$ cat src/rtl/ifetch_unit_if.sv
// Instruction-memory fetch port: req/addr out, gnt/rvalid/rdata back.
// master = fetch unit, slave = instruction memory.
interface ifetch_unit_if #(
  parameter int AW = 32
) ();
  logic          imem_req;
  logic [AW-1:0] imem_addr;
  logic          imem_gnt;
  logic          imem_rvalid;
  logic [31:0]   imem_rdata;

  modport master (
    output imem_req,
    output imem_addr,
    input  imem_gnt,
    input  imem_rvalid,
    input  imem_rdata
  );

  modport slave (
    input  imem_req,
    input  imem_addr,
    output imem_gnt,
    output imem_rvalid,
    output imem_rdata
  );
endinterface

$ cat src/rtl/ifetch_unit.sv
// Fetch stage: issues PC_F to imem (one outstanding), fills IF/ID, drives stall_F.
// Ports: clk, rst_n, PC_F, PC_src, stall_D, stall_F, imem (master), instr_D, PC_D, valid_D.
// Optional IFETCH_PERF_EN adds perf_fetch_cnt / perf_stall_cnt outputs.
module ifetch_unit #(
  parameter logic [31:0] NOP_INSTR = 32'h0000_0013,
  parameter int          AW        = 32
) (
  input  logic          clk,
  input  logic          rst_n,
  input  logic [AW-1:0] PC_F,
  input  logic          PC_src,
  input  logic          stall_D,
  output logic          stall_F,
  ifetch_unit_if.master imem,
  output logic [31:0]   instr_D,
  output logic [AW-1:0] PC_D,
  output logic          valid_D
`ifdef IFETCH_PERF_EN
  ,
  output logic [31:0]   perf_fetch_cnt,
  output logic [31:0]   perf_stall_cnt
`endif
);

  typedef enum logic [1:0] {
    S_REQ  = 2'd0,
    S_WAIT = 2'd1,
    S_HOLD = 2'd2
  } state_e;

  state_e        state_q, state_d;
  logic          kill_q, kill_d;
  logic [AW-1:0] pend_q, pend_d;
  logic [31:0]   skid_q, skid_d;

  logic          ld;
  logic [31:0]   ld_instr;
  logic          fetch_done;

  always_comb begin
    state_d        = state_q;
    kill_d         = kill_q;
    pend_d         = pend_q;
    skid_d         = skid_q;
    ld             = 1'b0;
    ld_instr       = skid_q;
    imem.imem_req  = (state_q == S_REQ);
    imem.imem_addr = PC_F;

    unique case (state_q)
      S_REQ: begin
        if (imem.imem_gnt) begin
          pend_d  = PC_F;
          state_d = S_WAIT;
          // redirect in the grant cycle: the word is already stale
          kill_d  = PC_src;
        end
      end
      S_WAIT: begin
        if (imem.imem_rvalid) begin
          if (kill_q || PC_src) begin
            kill_d  = 1'b0;
            state_d = S_REQ;
          end else if (!stall_D) begin
            ld       = 1'b1;
            ld_instr = imem.imem_rdata;
            state_d  = S_REQ;
          end else begin
            skid_d  = imem.imem_rdata;
            state_d = S_HOLD;
          end
        end else if (PC_src) begin
          kill_d = 1'b1;
        end
      end
      S_HOLD: begin
        if (PC_src) begin
          state_d = S_REQ;
        end else if (!stall_D) begin
          ld       = 1'b1;
          ld_instr = skid_q;
          state_d  = S_REQ;
        end
      end
      default: begin
        state_d = S_REQ;
      end
    endcase

    fetch_done = ld;
    // PC moves on a redirect or once per delivered word
    stall_F    = ~PC_src & ~fetch_done;
  end

  always_ff @(posedge clk or negedge rst_n) begin
    if (!rst_n) begin
      state_q <= S_REQ;
      kill_q  <= 1'b0;
      pend_q  <= '0;
      skid_q  <= '0;
    end else begin
      state_q <= state_d;
      kill_q  <= kill_d;
      pend_q  <= pend_d;
      skid_q  <= skid_d;
    end
  end

  always_ff @(posedge clk or negedge rst_n) begin
    if (!rst_n) begin
      instr_D <= NOP_INSTR;
      PC_D    <= '0;
      valid_D <= 1'b0;
    end else if (PC_src) begin
      instr_D <= NOP_INSTR;
      PC_D    <= '0;
      valid_D <= 1'b0;
    end else if (ld) begin
      instr_D <= ld_instr;
      PC_D    <= pend_q;
      valid_D <= 1'b1;
    end
  end

`ifdef IFETCH_PERF_EN
  always_ff @(posedge clk or negedge rst_n) begin
    if (!rst_n) begin
      perf_fetch_cnt <= '0;
      perf_stall_cnt <= '0;
    end else begin
      perf_fetch_cnt <= perf_fetch_cnt + {31'd0, fetch_done};
      perf_stall_cnt <= perf_stall_cnt + {31'd0, stall_F};
    end
  end
`endif

`ifndef SYNTHESIS
  a_rvalid_in_wait: assert property (
    @(posedge clk) disable iff (!rst_n)
    imem.imem_rvalid |-> (state_q == S_WAIT)
  );
`endif

endmodule

$ cat src/flat_wrapper.sv
// flat-port wrapper written by rule: the top's interface ports become plain ports
module ifetch_unit_flat 
#(
  parameter logic [31:0] NOP_INSTR = 32'h0000_0013,
  parameter int          AW        = 32
)
  (clk, rst_n, PC_F, PC_src, stall_D, stall_F, instr_D, PC_D, valid_D, imem_imem_req, imem_imem_addr, imem_imem_gnt, imem_imem_rvalid, imem_imem_rdata);
  ifetch_unit_if #(.AW(AW)) imem_i ();
  input  logic clk;
  input  logic rst_n;
  input  logic [AW-1:0] PC_F;
  input  logic PC_src;
  input  logic stall_D;
  output logic stall_F;
  output logic [31:0] instr_D;
  output logic [AW-1:0] PC_D;
  output logic valid_D;
  output wire logic [$bits(imem_i.imem_req)-1:0] imem_imem_req;
  output wire logic [$bits(imem_i.imem_addr)-1:0] imem_imem_addr;
  input wire logic [$bits(imem_i.imem_gnt)-1:0] imem_imem_gnt;
  input wire logic [$bits(imem_i.imem_rvalid)-1:0] imem_imem_rvalid;
  input wire logic [$bits(imem_i.imem_rdata)-1:0] imem_imem_rdata;
  assign imem_imem_req = imem_i.imem_req;
  assign imem_imem_addr = imem_i.imem_addr;
  assign imem_i.imem_gnt = imem_imem_gnt;
  assign imem_i.imem_rvalid = imem_imem_rvalid;
  assign imem_i.imem_rdata = imem_imem_rdata;
  ifetch_unit #(.NOP_INSTR(NOP_INSTR), .AW(AW)) u_core (.clk(clk), .rst_n(rst_n), .PC_F(PC_F), .PC_src(PC_src), .stall_D(stall_D), .stall_F(stall_F), .imem(imem_i), .instr_D(instr_D), .PC_D(PC_D), .valid_D(valid_D));
endmodule
$ cat config.mk
export PLATFORM = sky130hd
export DESIGN_NAME = ifetch_unit_flat
export DESIGN_NICKNAME = d
export VERILOG_FILES = /design/src/rtl/ifetch_unit_if.sv /design/src/rtl/ifetch_unit.sv /design/src/flat_wrapper.sv
export SDC_FILE = /design/constraint.sdc
export NUM_CORES = 1
export LEC_CHECK = 0
export CORE_ASPECT_RATIO = 0.75
export CORE_MARGIN = 3
export CORE_UTILIZATION = 50
export CTS_CLUSTER_SIZE = 25
export DETAILED_ROUTE_END_ITERATION = 7
export GPL_ROUTABILITY_DRIVEN = 0
export GPL_TIMING_DRIVEN = 0
export HOLD_SLACK_MARGIN = 0.03
export PLACE_DENSITY = 0.83
export SYNTH_ARGS = -nofsm -noshare
export SYNTH_HDL_FRONTEND = slang
export SYNTH_SLANG_ARGS = --single-unit
$ cat constraint.sdc
create_clock -name clk -period 3.61 [get_ports clk]
set_input_delay 0.722 -clock clk [delete_from_list [all_inputs] [get_ports clk]]
set_output_delay 0.722 -clock clk [all_outputs]
set_load 0.03 [all_outputs]
== Word level (Yosys, flattened, before mapping) ==
Cells that the tools add are included.

* Input bits: 70
* Word-level logic and storage cells: 53
* Output and inout port bits: 99
* Bits in registers: 132

* Equal/unequal tests: 7
* Bitwise logic cells: 4
* Reduce and logical (&&, ||, !) cells: 8
* Muxes and demuxes: 27

{| class="wikitable"
|+ Operator list
! cell !! number
|-
| $mux W32 || 8
|-
| $mux W2 || 6
|-
| $mux W1 || 10
|-
| $reduce_and A4 Y1 || 2
|-
| $ne A3 B3 Y1 const B || 2
|-
| $pmux W2 S3 || 1
|-
| $pmux W1 S2 || 2
|-
| $reduce_bool A2 Y1 || 2
|-
| $ne A3 B2 Y1 const B || 1
|-
| $not A1 Y1 || 3
|-
| $reduce_and A3 Y1 || 1
|-
| $eq A2 B1 Y1 const B || 1
|-
| $eq A2 B2 Y1 const B || 1
|-
| $logic_not A2 Y1 || 1
|-
| $ne A2 B1 Y1 const B || 1
|-
| $ne A2 B2 Y1 const B || 1
|-
| $reduce_and A2 Y1 || 1
|-
| $and A1 B1 Y1 || 1
|-
| $logic_or A1 B1 Y1 || 1
|}

== Longest topological paths before layout ==
Gate-level depths: netlist (run 1).

* Depth in word-level cells: 6
* Mapped depth: 8
* Depth with buffers taken out: 5

== Worst setup path before layout (run 1) ==
Ideal clock, no wire load.

* Kind: input port to output port
* Start: in stall_D
* End: out stall_F
* Arrival: 1433 ps
* Stages on the path: 4
* Slack: 1455 ps
* Data required time: 2888 ps
* Buffers on the path: 1
* Cells stage by stage: nand2b_1 > a22oi_2 > buf_2 > inv_2

* Longest elaborated chain between the ends: 6
* Elaborated cells on any way between the ends: 7
* Classes of those cells: 5 x mux; 2 x bitwise

{| class="wikitable"
|+ RTL lines
! what !! line !! text
|-
| from (decl) || flat_wrapper.sv:13 || <nowiki>input logic stall_D;</nowiki>
|-
| $mux W1 * || ifetch_unit.sv:64, ifetch_unit.sv:79 ||
|-
| $mux W1 || ifetch_unit.sv:61 || <nowiki>if (kill_q || PC_src) begin</nowiki>
|-
| $mux W1 || ifetch_unit.sv:60 || <nowiki>if (imem.imem_rvalid) begin</nowiki>
|-
| $pmux W1 S2 * || ifetch_unit.sv:50 || <nowiki>unique case (state_q)</nowiki>
|-
| $not A1 Y1 * || ifetch_unit.sv:92 || <nowiki>stall_F = ~PC_src & ~fetch_done;</nowiki>
|-
| $and A1 B1 Y1 * || ifetch_unit.sv:92 ||
|-
| to (decl) || flat_wrapper.sv:14 || <nowiki>output logic stall_F;</nowiki>
|}

Every way passes the cells marked *; elsewhere a longest branch is shown, timed or not.

== Worst setup path in the final report (run 1) ==
Ends and elaborated chain as after synthesis.

==> summary.md, run 1 <==
| Metric | Value |
|---|---|
| Dpl hpwl | `11100 um` |
| Area Overhead vs Synth | `42.10%` |
| # port buffers | `168` |
| Synth cell count leaders | `129 x dfrtp_1, 94 x nand2_1, 36 x buf_4` |
| Post-synth EDFFs | `0` |
| Tmin final | `3467 ps` |
| Sink Count | `132` |
| Count leader, synth | `dfrtp_1` |
| H-tree Lvls | `4` |
| Synth Instances | `521` |
| Syn nets | `594` |
| CP Capture Type | `output pin` |
| Layout cells sized above 1 | `0.1787` |
| Placed Cells | `852` |
| Hold slack final | `313.3 ps` |
| CTS Buf Count | `17` |
| First-pass GRT wire length | `25390 um` |
| WP data required | `2890 ps` |
| Die extent in y | `101.0 um` |
| Vias | `4715` |
| Crit path from | `stall_D` |
| Max-slew violation count | `0` |
| Status | `completed` |
| Sequential share of the synthesized area | `0.5495` |
| Final Cycle Share | `0.9605` |
| Crit start category | `input pin` |
| NumNets Final | `782` |
| Post-Route Skew | `8.366 ps` |
| Clk slew on worst S/H paths | `60 ps` |
| Top-area cell type share of the netlist area | `0.5364` |
| R2R Path Start | `u_core.state_q[1]$_DFFE_PN0P_` |
| Ports | `169` |
| Number of remaining DRC errors | `0` |
| Die width | `132.7 um` |
| Largest cells by area after synthesis | `dfrtp_1 54%, mux2_1 6.2%, mux2_2 6.2%` |
| GR Util All Layers | `0.2408` |
| GRT overflow | `0` |
| Hold buffers post-CTS | `0` |
| Final hold violation count | `0` |
| Arrival time at the worst endpoint | `2750 ps` |
| Vias per cell | `5.334` |
| Hold Path Class | `input pin to async pin` |
| Fin cells | `884` |
| Setup Viol. Count Final | `0` |
| Leakage | `3.595 nW` |
| Slew headroom | `0.5590` |
| CTS tree | `yes` |
| Final instance area | `8552 um2` |
| Max-Cap Viols | `0` |
| CTS max path bufs | `2` |
| Root buf cell | `clkbuf_16` |
| Pwr dens | `673.4 nW/um2` |
| Slew @ Worst Pin | `661.6 ps` |
| Post_cts resized | `0` |
| RSZ-0062 raised after global routing | `false` |
| DRT Pass-1 Iters | `4` |
| Clock Latency Late Sink | `410 ps` |
| Power Total | `5.759 mW` |
| Initial Util | `0.5163` |
| Core area | `11660 um2` |
| Postcts setup bufs | `0` |
| VDD IR max | `465.5 uV` |
| Worst setup path category | `input pin to output pin` |
| Post-synthesis async set-or-reset flop share | `1.000` |
| Top_reg_cell synth | `dfrtp_1` |
| Post-synthesis register bit count | `132` |
| Fin util | `0.7337` |
| Number of diodes | `0` |
| Iter 0 DRT Violations | `245` |
| Antenna-violating nets left | `0` |
| Number of antenna violations at the first check in global routing | `0` |
| Area of the mapped netlist | `6018 um2` |
| Vias in the first global route | `5004` |
| Leading area contributor after synthesis | `dfrtp_1` |
| Netlist cell types | `37` |
| Mapped Avg Cell Area | `11.55 um2` |
| Cell area after placement | `7931 um2` |
| Routed WL | `15740 um` |
| Fmax | `288.4 MHz` |
| WL/cell | `17.81 um` |
| Std cell rows | `34` |
| Synth Warn # | `0` |
| CP Max Fanout | `10` |
| Largest net degree at the start of global routing | `73` |
| Die Footprint | `13400 um2` |
flip-flops by register name, indices dropped and copies added, names as in the netlist:
signal,cells
u_core.PC_D,32
u_core.instr_D,32
u_core.pend_q,32
u_core.skid_q,32
u_core.state_q,2
u_core.kill_q,1
u_core.valid_D,1
kinds of logic (layout without fill, tap and decap cells):
| kind of cell | count (synthesis) | in the layout | share of synthesized area |
|---|---|---|---|
| fa+ha+maj | 3 | 3 | 0.006238 |
| simple gates | 144 | 144 | 0.1141 |
| buf+inv | 102 | 303 | 0.09356 |
| compound gates | 42 | 42 | 0.05988 |
| mux | 98 | 98 | 0.1767 |
| flops | 132 | 132 | 0.5495 |
layer usage:
| metal | GRT usage | share of wire | up-vias |
|---|---|---|---|
| li1 | - | - | 2177 |
| met1 | 0.3129 | 0.43 | 2352 |
| met2 | 0.3967 | 0.50 | 160 |
| met3 | 0.04840 | 0.050 | 26 |
| met4 | 0.1070 | 0.018 | 0 |
| met5 | 0 | 0 | - |
per-stage QoR:
step / worst slack, ps / TNS [ps]
after global routing: 37.22 / 0
after floorplan: 1455 / 0
final: 142.7 / 0
after global placement: -3251 / -423070
after detailed placement: 145.0 / 0
after CTS: 148.6 / 0
path summary, 6_finish.rpt:
path,to,slack (ps),cells past startpoint
worst min-delay path,u_core.skid_q[8]$_DFFE_PN0P_,310,1
max in group asynchronous,u_core.pend_q[20]$_DFFE_PN0P_,2550,2
worst min register to register,u_core.skid_q[12]$_DFFE_PN0P_,490,1
min in group clk,u_core.skid_q[12]$_DFFE_PN0P_,490,1
worst max-delay path,stall_F,140,6
worst max register to register,u_core.instr_D[26]$_DFFE_PN0P_,1460,6
area by class of cell:
class / instances / area, um2
flip-flops and latches: 132 / 3307
fillers: 835 / 3104
multi-input cells: 287 / 2148
repair buffers: 169 / 1710
plain buffers: 69 / 439.2
clock buffers: 17 / 425.4
well taps: 162 / 202.7
clock inverters: 15 / 195.2
inverters: 33 / 123.9
cell usage in the layout (no fill, tap or decap), types with 2 or more instances in the layout:
master and n:
dfrtp_1 129, buf_1 2, nand2b_1 5, clkinvlp_4 2
buf_4 36, buf_2 12, nand4_1 29, clkinv_4 4
inv_2 2, mux2_1 33, bufinv_16 3, nand4b_1 3
clkdlybuf4s50_1 167, o21a_1 2, nor2b_1 4, ha_1 3
o221ai_1 28, inv_6 5, a21oi_1 2, inv_1 31
nor2_1 2, mux2i_1 32, nand2_1 94, clkbuf_16 17
dfstp_2 3, o221a_1 3, buf_6 5, mux2_2 33
clkbuf_1 15
critical path, cell delays in order:
cell	delay, ps
clkdlybuf4s50_1	530
nand2b_1	230
a22oi_2	310
buf_2	310
inv_2	40
clkdlybuf4s50_1	580
power by group:
group | internal, mW | switching, mW
Sequential | 1.95 | 0.253
Clock | 1.11 | 0.690
Combinational | 0.812 | 0.945
No activity file was read; power rests on OpenSTA's default activity.
==> run 2, diff against run 1 <==
Settings changed: CAP_MARGIN set to 40.
==> run 2 against run 1 <==
  * Setup slack unchanged
  * Hold slack unchanged
  * Non-clock buffer count unchanged
  * Clock power about the same
  * Die area unchanged
  * Critical endpoint unchanged
  * Largest power group unchanged
==> summary.md, run 2 (synthesis gave the netlist of run 1 again) <==
| Metric | Value |
|---|---|
| GR Util All Layers | `0.2408 (unchanged)` |
| Clk slew on worst S/H paths | `60 ps (about the same)` |
| Fmax | `288.4 MHz (unchanged)` |
| Dpl hpwl | `11100 um (unchanged)` |
| First-pass GRT wire length | `25390 um (unchanged)` |
| Std cell rows | `34 (unchanged)` |
| Number of remaining DRC errors | `0 (unchanged)` |
| Power Total | `5.759 mW (unchanged)` |
| Final instance area | `8552 um2 (unchanged)` |
| Cell area after placement | `7931 um2 (unchanged)` |
| WP data required | `2890 ps (about the same)` |
| Clock Latency Late Sink | `410 ps (about the same)` |
| Final hold violation count | `0 (unchanged)` |
| Sink Count | `132 (unchanged)` |
| CP Max Fanout | `10 (unchanged)` |
| Post-Route Skew | `8.366 ps (unchanged)` |
| Largest net degree at the start of global routing | `73 (unchanged)` |
| Leakage | `3.595 nW (unchanged)` |
| Max-Cap Viols | `0 (unchanged)` |
| Hold slack final | `313.3 ps (unchanged)` |
| Hold buffers post-CTS | `0 (unchanged)` |
| Die width | `132.7 um (unchanged)` |
| Layout cells sized above 1 | `0.1787 (unchanged)` |
| Root buf cell | `clkbuf_16` |
| Vias per cell | `5.334 (unchanged)` |
| # port buffers | `168 (unchanged)` |
| Worst setup path category | `input pin to output pin` |
| Tmin final | `3467 ps (unchanged)` |
| RSZ-0062 raised after global routing | `false` |
| Crit start category | `input pin` |
| Iter 0 DRT Violations | `245 (unchanged)` |
| Slew headroom | `0.5590 (unchanged)` |
| CTS max path bufs | `2 (unchanged)` |
| Die extent in y | `101.0 um (unchanged)` |
| Vias in the first global route | `5004 (unchanged)` |
| H-tree Lvls | `4 (unchanged)` |
| DRT Pass-1 Iters | `4 (unchanged)` |
| Arrival time at the worst endpoint | `2750 ps (about the same)` |
| CTS tree | `yes` |
| Number of diodes | `0 (unchanged)` |
| Core area | `11660 um2 (unchanged)` |
| WL/cell | `17.81 um (unchanged)` |
| Clk network pwr share | `0.312 (about the same)` |
| Final Cycle Share | `0.9605 (unchanged)` |
| Setup tns final | `0 ps (unchanged)` |
| Initial Util | `0.5163 (unchanged)` |
| Antenna-violating nets left | `0 (unchanged)` |
| Pint | `3.870 mW (unchanged)` |
| Critical R2R Capture | `u_core.instr_D[26]$_DFFE_PN0P_` |
| CTS Buf Count | `17 (unchanged)` |
| Reg2Reg Setup Slack | `1460 ps (about the same)` |
| NumNets Final | `782 (unchanged)` |
| Slew @ Worst Pin | `661.6 ps (unchanged)` |
| Reg power frac | `0.383 (about the same)` |
| P_sw | `1.888 mW (unchanged)` |
| Most common cell after layout, fill and taps aside | `clkdlybuf4s50_1` |
| Status | `completed` |
| CP Capture Type | `output pin` |
| Hold Path Class | `input pin to async pin` |
| GRT overflow | `0 (unchanged)` |
| Vias | `4715 (unchanged)` |
| R2r worst-path depth | `6 (unchanged)` |
| Setup Viol. Count Final | `0 (unchanged)` |
| Die Footprint | `13400 um2 (unchanged)` |
| Commonest non-fill, non-tap cells in the layout | `167 x clkdlybuf4s50_1, 129 x dfrtp_1, 94 x nand2_1` |
| Switching part of the total power | `0.3279 (unchanged)` |
| VDD IR max | `465.5 uV (unchanged)` |
| Postcts setup bufs | `0 (unchanged)` |
| Combinational power share | `0.305 (about the same)` |
| Routed WL | `15740 um (unchanged)` |
| Pwr dens | `673.4 nW/um2 (unchanged)` |
| R2R Path Start | `u_core.state_q[1]$_DFFE_PN0P_` |
| Post_cts resized | `0 (unchanged)` |
| Ports | `169 (unchanged)` |
| Area Overhead vs Synth | `42.10% (unchanged)` |
| Number of antenna violations at the first check in global routing | `0 (unchanged)` |
| Fin util | `0.7337 (unchanged)` |
| Max-slew violation count | `0 (unchanged)` |
## run 2: cell counts in the layout (fill, tap and decap cells not counted)
Identical to the previous run, type by type.
## run 2: worst max-delay path by stage
stage / end / from / slack, ps
global placement: u_core.pend_q[27]$_DFFE_PN0P_ / rst_n / -3250
CTS: stall_F / stall_D / 150
global route: stall_F / stall_D / 40
floorplan: stall_F / stall_D / 1450
detailed placement: stall_F / stall_D / 140
finish: stall_F / stall_D / 140
## run 2: area by class of cell
class,instances,area (um2)
Inverter,33,123.9
Sequential cell,132,3307
Buffer,69,439.2
Clock buffer,17,425.4
Multi-Input combinational cell,287,2148
Fill cell,835,3104
Clock inverter,15,195.2
Timing Repair Buffer,169,1710
Tap cell,162,202.7
## run 2: power groups by stage
stage | Combinational (mW) | Clock [mW] | Sequential, mW
2_1_floorplan | 0.969 | 0 | 2.33
3_3_place_gp | 1.68 | 0 | 2.18
3_5_place_dp | 1.75 | 0 | 2.21
4_1_cts | 1.77 | 1.82 | 2.20
5_1_grt | 1.89 | 1.88 | 2.25
6_report | 1.76 | 1.80 | 2.21
## run 2: through the flow
step / instances / setup WS, ps
after CTS: 884 / 148.6
after global routing: 884 / 37.22
after detailed placement: 852 / 145.0
after global placement: 851 / -3251
final: 884 / 142.7
after floorplan: 521 / 1455
## run 2: critical path, stage by stage
cell and delay (ps):
clkdlybuf4s50_1 530, nand2b_1 230, a22oi_2 310, buf_2 310, inv_2 40, clkdlybuf4s50_1 580
## run 2: routing by layer
layer  share of wire  GRT usage
met5               0          0
met4           0.018     0.1070
met3           0.050    0.04840
met2            0.50     0.3967
met1            0.43     0.3129
